**src/rtl/ebpc_pkg.sv**
```systemverilog
// Shared types and constants for the EBPC encoder back end.
package ebpc_pkg;

  localparam int unsigned DATA_W = 32;

  typedef enum logic [1:0] {
    OPEN_BOTH,
    ZNZ_ONLY,
    BPC_ONLY
  } merge_state_t;

  localparam logic SRC_ZNZ = 1'b0;
  localparam logic SRC_BPC = 1'b1;

  typedef struct packed {
    logic [DATA_W-1:0] data;
    logic              src;
    logic              last;
  } merge_word_t;

endpackage

```
**src/rtl/ebpc_skid_buf.sv**
```systemverilog
// Two-entry register slice for the merged stream; ent0 is always the head.
module ebpc_skid_buf
  import ebpc_pkg::*;
(
  input  logic        clk_i,
  input  logic        rst_ni,
  input  merge_word_t in_word_i,
  input  logic        in_vld_i,
  output logic        in_rdy_o,
  output merge_word_t out_word_o,
  output logic        out_vld_o,
  input  logic        out_rdy_i,
  output logic        full_o,
  output logic        empty_o
);

  merge_word_t ent0_q, ent0_d;
  merge_word_t ent1_q, ent1_d;
  logic [1:0]  cnt_q, cnt_d;
  logic        push, pop;

  assign full_o     = (cnt_q == 2'd2);
  assign empty_o    = (cnt_q == 2'd0);
  assign in_rdy_o   = !full_o;
  assign out_vld_o  = !empty_o;
  assign out_word_o = ent0_q;

  always_comb begin
    ent0_d = ent0_q;
    ent1_d = ent1_q;
    cnt_d  = cnt_q;
    push   = in_vld_i && in_rdy_o;
    pop    = out_vld_o && out_rdy_i;
    case ({push, pop})
      2'b10: begin
        if (cnt_q == 2'd0) ent0_d = in_word_i;
        else               ent1_d = in_word_i;
        cnt_d = cnt_q + 2'd1;
      end
      2'b01: begin
        ent0_d = ent1_q;
        cnt_d  = cnt_q - 2'd1;
      end
      2'b11: begin
        // count stays; the new word lands behind whatever remains
        if (cnt_q == 2'd1) begin
          ent0_d = in_word_i;
        end else begin
          ent0_d = ent1_q;
          ent1_d = in_word_i;
        end
      end
      default: ;
    endcase
  end

  always_ff @(posedge clk_i or negedge rst_ni) begin
    if (!rst_ni) begin
      ent0_q <= '0;
      ent1_q <= '0;
      cnt_q  <= 2'd0;
    end else begin
      ent0_q <= ent0_d;
      ent1_q <= ent1_d;
      cnt_q  <= cnt_d;
    end
  end

endmodule

```
**src/rtl/ebpc_stream_merger.sv**
```systemverilog
// Merges the ZNZ and BPC encoder streams into one tagged stream, one last_o per frame.
//   state     | meaning
//   OPEN_BOTH | both streams may deliver words
//   ZNZ_ONLY  | BPC has delivered its last word, waiting for ZNZ last
//   BPC_ONLY  | ZNZ has delivered its last word, waiting for BPC last
module ebpc_stream_merger
  import ebpc_pkg::*;
#(
  parameter int unsigned CNT_W = 24
) (
  input  logic              clk_i,
  input  logic              rst_ni,
  input  logic [DATA_W-1:0] znz_data_i,
  input  logic              znz_last_i,
  input  logic              znz_vld_i,
  output logic              znz_rdy_o,
  input  logic [DATA_W-1:0] bpc_data_i,
  input  logic              bpc_last_i,
  input  logic              bpc_vld_i,
  output logic              bpc_rdy_o,
  output logic [DATA_W-1:0] data_o,
  output logic              src_o,
  output logic              last_o,
  output logic              vld_o,
  input  logic              rdy_i,
  output logic              idle_o,
  output logic [CNT_W-1:0]  znz_cnt_o,
  output logic [CNT_W-1:0]  bpc_cnt_o
);

  localparam logic [CNT_W-1:0] CNT_MAX = '1;
  localparam logic [CNT_W-1:0] CNT_ONE = {{(CNT_W-1){1'b0}}, 1'b1};

  merge_state_t     state_q, state_d;
  logic             rr_q, rr_d;
  logic             frame_q, frame_d;
  logic [CNT_W-1:0] znz_cnt_q, znz_cnt_d;
  logic [CNT_W-1:0] bpc_cnt_q, bpc_cnt_d;
  logic [CNT_W-1:0] znz_base, bpc_base;

  logic znz_elig, bpc_elig, gnt_znz, gnt_bpc, acc, acc_last;
  logic buf_rdy, buf_full, buf_empty;
  merge_word_t in_word, out_word;

  always_comb begin
    state_d   = state_q;
    rr_d      = rr_q;
    frame_d   = frame_q;
    znz_cnt_d = znz_cnt_q;
    bpc_cnt_d = bpc_cnt_q;

    znz_elig  = znz_vld_i && (state_q != BPC_ONLY);
    bpc_elig  = bpc_vld_i && (state_q != ZNZ_ONLY);
    gnt_znz   = znz_elig && (!bpc_elig || (rr_q == SRC_ZNZ));
    gnt_bpc   = bpc_elig && !gnt_znz;
    znz_rdy_o = gnt_znz && buf_rdy;
    bpc_rdy_o = gnt_bpc && buf_rdy;
    acc       = znz_rdy_o || bpc_rdy_o;
    acc_last  = gnt_bpc ? bpc_last_i : znz_last_i;

    in_word.data = gnt_bpc ? bpc_data_i : znz_data_i;
    in_word.src  = gnt_bpc ? SRC_BPC : SRC_ZNZ;
    // only the stream that finishes second closes the frame
    in_word.last = acc_last && (state_q != OPEN_BOTH);

    znz_base = frame_q ? znz_cnt_q : '0;
    bpc_base = frame_q ? bpc_cnt_q : '0;

    if (acc) begin
      frame_d = 1'b1;
      if (znz_elig && bpc_elig) rr_d = !rr_q;
      znz_cnt_d = (gnt_znz && (znz_base != CNT_MAX)) ? znz_base + CNT_ONE : znz_base;
      bpc_cnt_d = (gnt_bpc && (bpc_base != CNT_MAX)) ? bpc_base + CNT_ONE : bpc_base;
      if (acc_last) begin
        if (state_q == OPEN_BOTH) begin
          state_d = gnt_bpc ? ZNZ_ONLY : BPC_ONLY;
        end else begin
          state_d = OPEN_BOTH;
          frame_d = 1'b0;
        end
      end
    end
  end

  always_ff @(posedge clk_i or negedge rst_ni) begin
    if (!rst_ni) begin
      state_q   <= OPEN_BOTH;
      rr_q      <= SRC_ZNZ;
      frame_q   <= 1'b0;
      znz_cnt_q <= '0;
      bpc_cnt_q <= '0;
    end else begin
      state_q   <= state_d;
      rr_q      <= rr_d;
      frame_q   <= frame_d;
      znz_cnt_q <= znz_cnt_d;
      bpc_cnt_q <= bpc_cnt_d;
    end
  end

  ebpc_skid_buf u_skid_buf (
    .clk_i      (clk_i),
    .rst_ni     (rst_ni),
    .in_word_i  (in_word),
    .in_vld_i   (gnt_znz || gnt_bpc),
    .in_rdy_o   (buf_rdy),
    .out_word_o (out_word),
    .out_vld_o  (vld_o),
    .out_rdy_i  (rdy_i),
    .full_o     (buf_full),
    .empty_o    (buf_empty)
  );

  assign data_o    = out_word.data;
  assign src_o     = out_word.src;
  assign last_o    = out_word.last;
  assign idle_o    = (state_q == OPEN_BOTH) && !frame_q && buf_empty;
  assign znz_cnt_o = znz_cnt_q;
  assign bpc_cnt_o = bpc_cnt_q;

endmodule

```
**config.mk**
```make
export PLATFORM = sky130hd
export DESIGN_NAME = ebpc_stream_merger
export DESIGN_NICKNAME = d
export VERILOG_FILES = /design/src/rtl/ebpc_pkg.sv /design/src/rtl/ebpc_skid_buf.sv /design/src/rtl/ebpc_stream_merger.sv
export SDC_FILE = /design/constraint.sdc
export NUM_CORES = 1
export LEC_CHECK = 0
export CAP_MARGIN = 40
export CORE_MARGIN = 3
export CORE_UTILIZATION = 50
export DETAILED_ROUTE_END_ITERATION = 10
export PLACE_DENSITY = 0.83
export SLEW_MARGIN = 20
export SYNTH_ARGS = -nofsm -noshare
export SYNTH_HDL_FRONTEND = slang
export SYNTH_SLANG_ARGS = --single-unit
```
**constraint.sdc**
```tcl
create_clock -name clk_i -period 3 [get_ports clk_i]
set_clock_uncertainty 0.2 [all_clocks]
set_input_delay 0.45 -clock clk_i [delete_from_list [all_inputs] [get_ports clk_i]]
set_output_delay 0.45 -clock clk_i [all_outputs]
set_load 0.1 [all_outputs]
```
### Word level (Yosys, flattened, before mapping)

Cells that the tools add are included.

| operators by class | value |
|---|---|
| add/subtract/negate cells | 4 |
| muxes and demuxes | 18 |
| equality and inequality tests | 12 |
| bitwise logic cells | 1 |
| reductions and logical operators | 33 |

Operators by type and width:

| operator | number |
|---|---|
| $mux 34 | 4 |
| $pmux 34 s3 | 1 |
| $mux 24 | 4 |
| $pmux 34 s2 | 1 |
| $add 24x1->24 const B | 2 |
| $ne 24x24->1 const B | 2 |
| $mux 32 | 1 |
| $logic_and 1x1->1 | 14 |
| $ne 2x2->1 const B | 4 |
| $eq 2x2->1 const B | 3 |
| $logic_not 1->1 | 6 |
| $reduce_and 2->1 | 3 |
| $reduce_bool 2->1 | 3 |
| $eq 2x1->1 const B | 2 |
| $logic_not 2->1 | 2 |
| $mux 1 | 4 |
| $mux 2 | 2 |
| $pmux 2 s2 | 1 |
| $logic_or 1x1->1 | 3 |
| $reduce_and 3->1 | 1 |
| $reduce_bool 3->1 | 1 |
| $add 2x1->2 const B | 1 |
| $ne 2x1->1 const B | 1 |
| $sub 2x1->2 const B | 1 |
| $not 1->1 | 1 |

| word-level totals | value |
|---|---|
| output and inout port bits | 86 |
| bits in registers | 122 |
| word-level logic and storage cells | 80 |
| input port bits | 71 |

### Longest topological paths before layout

| logic depth | value |
|---|---|
| word-level depth | 12 |
| depth in mapped cells | 13 |
| depth with buffers taken out | 11 |

### By module

Synthesis repeated with hierarchy kept, for this count alone.

| unflattened totals | value |
|---|---|
| cell total of the unflattened synthesis | 770 |
| area, all modules | 7046.8 µm² |

Modules (own cells, without submodules):

| module | area each (µm²) | seq. area each (µm²) | instances | cells each |
|---|---|---|---|---|
| ebpc_stream_merger | 3595.9 | 1301.2 | 1 | 472 |
| ebpc_skid_buf | 3450.8 | 1751.7 | 1 | 298 |

### Worst setup path after synthesis

OpenSTA, ideal clock, no wires.

| timing path | value |
|---|---|
| kind | reg-to-reg |
| from | reg u_skid_buf.cnt_q[0] |
| to | reg u_skid_buf.ent1_q[25] (netlist name) |
| clock period less this slack | 3.104 ns |
| data required time | 2.722 ns |
| arrival | 2.826 ns |
| buffers on the path | 2 |
| library setup time | 0.078 ns |
| stages on the path, launching flop included | 13 |
| path slack | -0.104 ns |
| cells stage by stage | dfrtp_1 -> inv_1 -> ha_1 -> inv_1 -> nand2_1 -> inv_1 -> ha_1 -> mux2i_1 -> a21oi_1 -> clkbuf_1 -> clkbuf_1 -> nor2_1 -> a21oi_1 |

| on the way | value |
|---|---|
| longest elaborated chain between the ends | 6 |
| elaborated cells on any way between the ends | 14 |
| classes of those cells | eq/ne (6); mux (1); reduce/logical (7) |

RTL lines:

| what | RTL line | text |
|---|---|---|
| start, declared | ebpc_skid_buf.sv:19 | `logic [1:0] cnt_q, cnt_d;` |
| start signal, assigned | ebpc_skid_buf.sv:65 | `cnt_q <= cnt_d;` |
| $logic_not 2->1 (*) | ebpc_skid_buf.sv:23 | `assign empty_o = (cnt_q == 2'd0);` |
| $logic_not 1->1 (*) | ebpc_skid_buf.sv:25 | `assign out_vld_o = !empty_o;` |
| via vld_o | ebpc_stream_merger.sv:24 | `output logic vld_o,` |
| $logic_and 1x1->1 (*) | ebpc_skid_buf.sv:33 | `pop = out_vld_o && out_rdy_i;` |
| $eq 2x2->1 | ebpc_skid_buf.sv:34 | `case ({push, pop})` |
| $ne 2x2->1 (no source line) / $reduce_bool 2->1 (equally long branches) | - |  |
| $reduce_and 3->1 (no source line) | - |  |
| end signal, assigned | ebpc_skid_buf.sv:64 | `ent1_q <= ent1_d;` |
| end, declared | ebpc_skid_buf.sv:18 | `merge_word_t ent1_q, ent1_d;` |

The timed path passes the listed nets; every way through them passes the cells marked *.
A chain may end at the register's enable or synchronous reset.

### Final worst setup path

| timing path | value |
|---|---|
| from | reg u_skid_buf.cnt_q[0] |
| to | reg u_skid_buf.ent1_q[14] (netlist name) |

| on the way | value |
|---|---|
| longest elaborated chain between the ends | 6 |
| elaborated cells on any way between the ends | 14 |
| classes of those cells | eq/ne (6); mux (1); reduce/logical (7) |

RTL lines:

| what | RTL line |
|---|---|
| $eq 2x2->1 / $logic_not 2->1 (equally long branches) | ebpc_skid_buf.sv:22, ebpc_skid_buf.sv:23, ebpc_skid_buf.sv:36 |
| $logic_not 1->1 (on tied branches) | ebpc_skid_buf.sv:24, ebpc_skid_buf.sv:25 |
| $logic_and 1x1->1 (on tied branches) | ebpc_skid_buf.sv:32, ebpc_skid_buf.sv:33 |
| $eq 2x2->1 | ebpc_skid_buf.sv:34 |
| $ne 2x2->1 (no source line) / $reduce_bool 2->1 (equally long branches) | - |
| $reduce_and 3->1 (no source line) | - |

Several ways; a longest one is shown, not always the timed one.

==> metrics.txt <==
CP startpoint=u_skid_buf.cnt_q[0]; WHS Endpoint=u_skid_buf.out_word_o[26]; xor-xnor portion of the synthesized cell area=5.451%; grt total ovfl=0; Synth Area in Compound Gates=11.92%; Tightest Pin Transition=0.7902 ns; post-route minimum period=2.745 ns; Post-Syn Instances=approximately 650; drc violations=0; first-pass GRT wire length=27.68 mm; Post-DP HPWL=11.91 mm; PD cells=1136 mW/mm2; top post-synthesis cells by area=dfrtp_1, nand2_1, mux2i_1; Area growth syn-to-layout=36.90%; initial core utilization=51.74%; syn avg cell area=9.625 um2; Mapped Nets=730; max cap viols=0; max incr delay on CP=0.41 ns; CTS HTree Levels=4; Critical-path top delay cell=dfrtp_1; HP Class=reg2reg; Yosys warnings=0; RSZ-0062 raised after global routing=false; Clock transition at path regs=~0.06 ns; CTS tree=built; IO Port Bufs=approximately 160; n_diodes=0; RePlAce Congestion=0.8867; Required @ worst endpoint=roughly 3.1 ns; R2R cell count=13; reg2reg end=u_skid_buf.ent1_q[14]; Synth Register Bits=around 120; # rows=40; startpoint type of the worst setup path=flip-flop; register area share after synthesis=48.72%; Synth Flop Type=dfrtp_1; Setup-failing EPs final=0; largest family of logic cells by synthesized area=simple AND/OR/NAND/NOR gates; Leak=0.003834 uW; fraction of registers with async set/reset=100.0%; die area=0.01391 mm2; nets=approximately 900; EDFF count, synth=0; wire per inst=approximately 17 um; Detailed Route Iter0 Violations=452; final-report hold violation count=0; Synth Area in Simple Gates=approximately 21%; # IOs=157; Post-CTS Setup Inserts=0; cell taking the most area after synthesis=dfrtp_1; vias per cell=5.681; mapped cell area=0.006266 mm2; CTS root buf=clkbuf_16; critical path class=reg2reg; CTS max path bufs=2; largest net degree at the start of global routing=65; core area=about 0.012 mm2; die span in x=117.9 um; Post-Synth Adder-Cell Area=1.777%; hold depth=2; most common cell in the synthesized netlist=dfrtp_1; layout cells sized above 1=approximately 19%; Max Clock Freq=364.4 MHz; worst r2r src=u_skid_buf.cnt_q[0]; final worst-path cycle share=91.48%; total number of vias=5681; top cell type's share of synthesized area=48.72%; Max transition margin=~47%; vias in the first global route=slightly below 6k; worst path cell trace=inv_1 > ha_1 > inv_1 > o21a_1 > nand2_1 > clkinv_1 > buf_4 > ha_1 > mux2i_1 > a21oi_4 > buf_12 > nor2_1 > a21oi_1; GRT Resource Usage Total=23.96%; fin. max-slew vios=0; antenna violations before repair=0; r2r setup slk=around 0.26 ns; Cell variety after synth=56; multiplexer share of the synthesized area=6.130%; worst vdd ir=about 0.63 mV; latest clock arrival within the worst-skew pair=0.41 ns; Pre-antenna DRT Iters=7; top cells by count, synth=dfrtp_1, nand2_1, inv_1; DRT antenna net count=0; Util after Layout=70.83%; Critical Path AT=roughly 2.9 ns; CTS sink cnt=around 120; crit path max fanout=64; Critical Path Sink Type=flip-flop; setup TNS=0 ns; min-delay src=u_skid_buf.ent1_q[26]; Die H=117.9 um; status=finished, final reports clean; CTS Buf Count=17; total wire length=approximately 17 mm
## where the power goes
part	total (uW)	switching, uW	internal (uW)
Sequential	2600	405	2200
Clock	2030	792	1240
Combinational	5110	3690	1420
## state kept, by name, indices dropped and copies added (netlist names)
register and flops:
znz_cnt_o 24, rr_q 1, u_skid_buf.ent1_q 34, u_skid_buf.cnt_q 2, u_skid_buf.out_word_o 34, bpc_cnt_o 24, frame_q 1, state_q 2
## through the flow
| stage | total power [uW] | hold WS (ns) | cell area, um2 | setup WS (ns) | instances |
|---|---|---|---|---|---|
| after detailed placement | 7719 | 0.2751 | 7975 | 0.1011 | 967 |
| after floorplan | 6331 | -0.04559 | 6270 | 0.03437 | 651 |
| final | 9743 | 0.2930 | 8578 | 0.2555 | 1000 |
| after global placement | 7517 | 0.2637 | 7975 | 0.2234 | 967 |
| after CTS | 9785 | 0.2950 | 8578 | 0.2534 | 1000 |
| after global routing | 10240 | 0.3126 | 8578 | 0.01947 | 1000 |
## worst max path at each step
stage | depth (start not counted) | endpoint | slack [ns]
after floorplan | 10 | u_skid_buf.out_word_o[10] | 0.03
after global placement | 11 | u_skid_buf.ent1_q[12] | 0.22
after detailed placement | 11 | u_skid_buf.ent1_q[14] | 0.10
after CTS | 10 | u_skid_buf.out_word_o[30] | 0.25
after global routing | 13 | u_skid_buf.ent1_q[12] | 0.02
final | 13 | u_skid_buf.ent1_q[14] | 0.26
## cell type report
class	count	area, um2
clock buffer	18	429.2
inverter	50	191.4
fill	899	3533
multi-input combinational	446	2902
timing repair buffer	182	1629
clock inverter	14	163.9
tap	168	210.2
sequential	122	3053
## layout by cell type, fill, tap and decap left out, drive strengths merged, types with 2 or more instances in the layout
cell             n
dfrtp          122
buf            112
nand2           99
clkdlybuf4s50   69
inv             53
nor2            46
a21oi           37
mux2i           35
o221ai          33
nand4           24
xnor2           22
nand3           21
clkbuf          18
xor2            17
and3            11
nor3            11
nor4            10
and2             9
and4             8
ha               8
o211ai           7
o21ai            6
clkinv           5
clkinvlp         4
nor3b            4
nand2b           3
mux2             3
nor4b            3
a31oi            3
o21a             2
nand4b           2
or3              2
o22ai            2
a221o            2
bufinv           2
a311oi           2
## per-layer routing
metal	part of all wire [%]	track usage (%)	vias to the layer above
met1	41	29.86	2735
met5	0	0	-
li1	-	-	2635
met3	7.2	6.055	35
met2	50	40.57	276
met4	2.2	8.425	0
## logic make-up (layout without fill, tap and decap cells)
group / count (synthesis) / after routing
adders and majority gates: 9 / 9
and+or+nand+nor: 256 / 256
xor gates and xnor gates: 39 / 39
muxes: 38 / 38
buffers and inverters: 83 / 264
AOI/OAI and AO/OA: 104 / 104
DFF: 122 / 122
## timing repair
action | CTS | global route
hold endpoints to repair | 42 | 0
gates resized for setup | 0 | 0
hold buffers | 1 | 0
## critical path: cells and delay by family (launching register included)
kind	cells	cell delay [ns]
compound gates	3	0.48
buf+inv	5	0.76
simple gates	2	0.20
flops	1	0.41
mux	1	0.15
fa+ha+maj	2	0.43
Power figures use the tool's default switching activity.
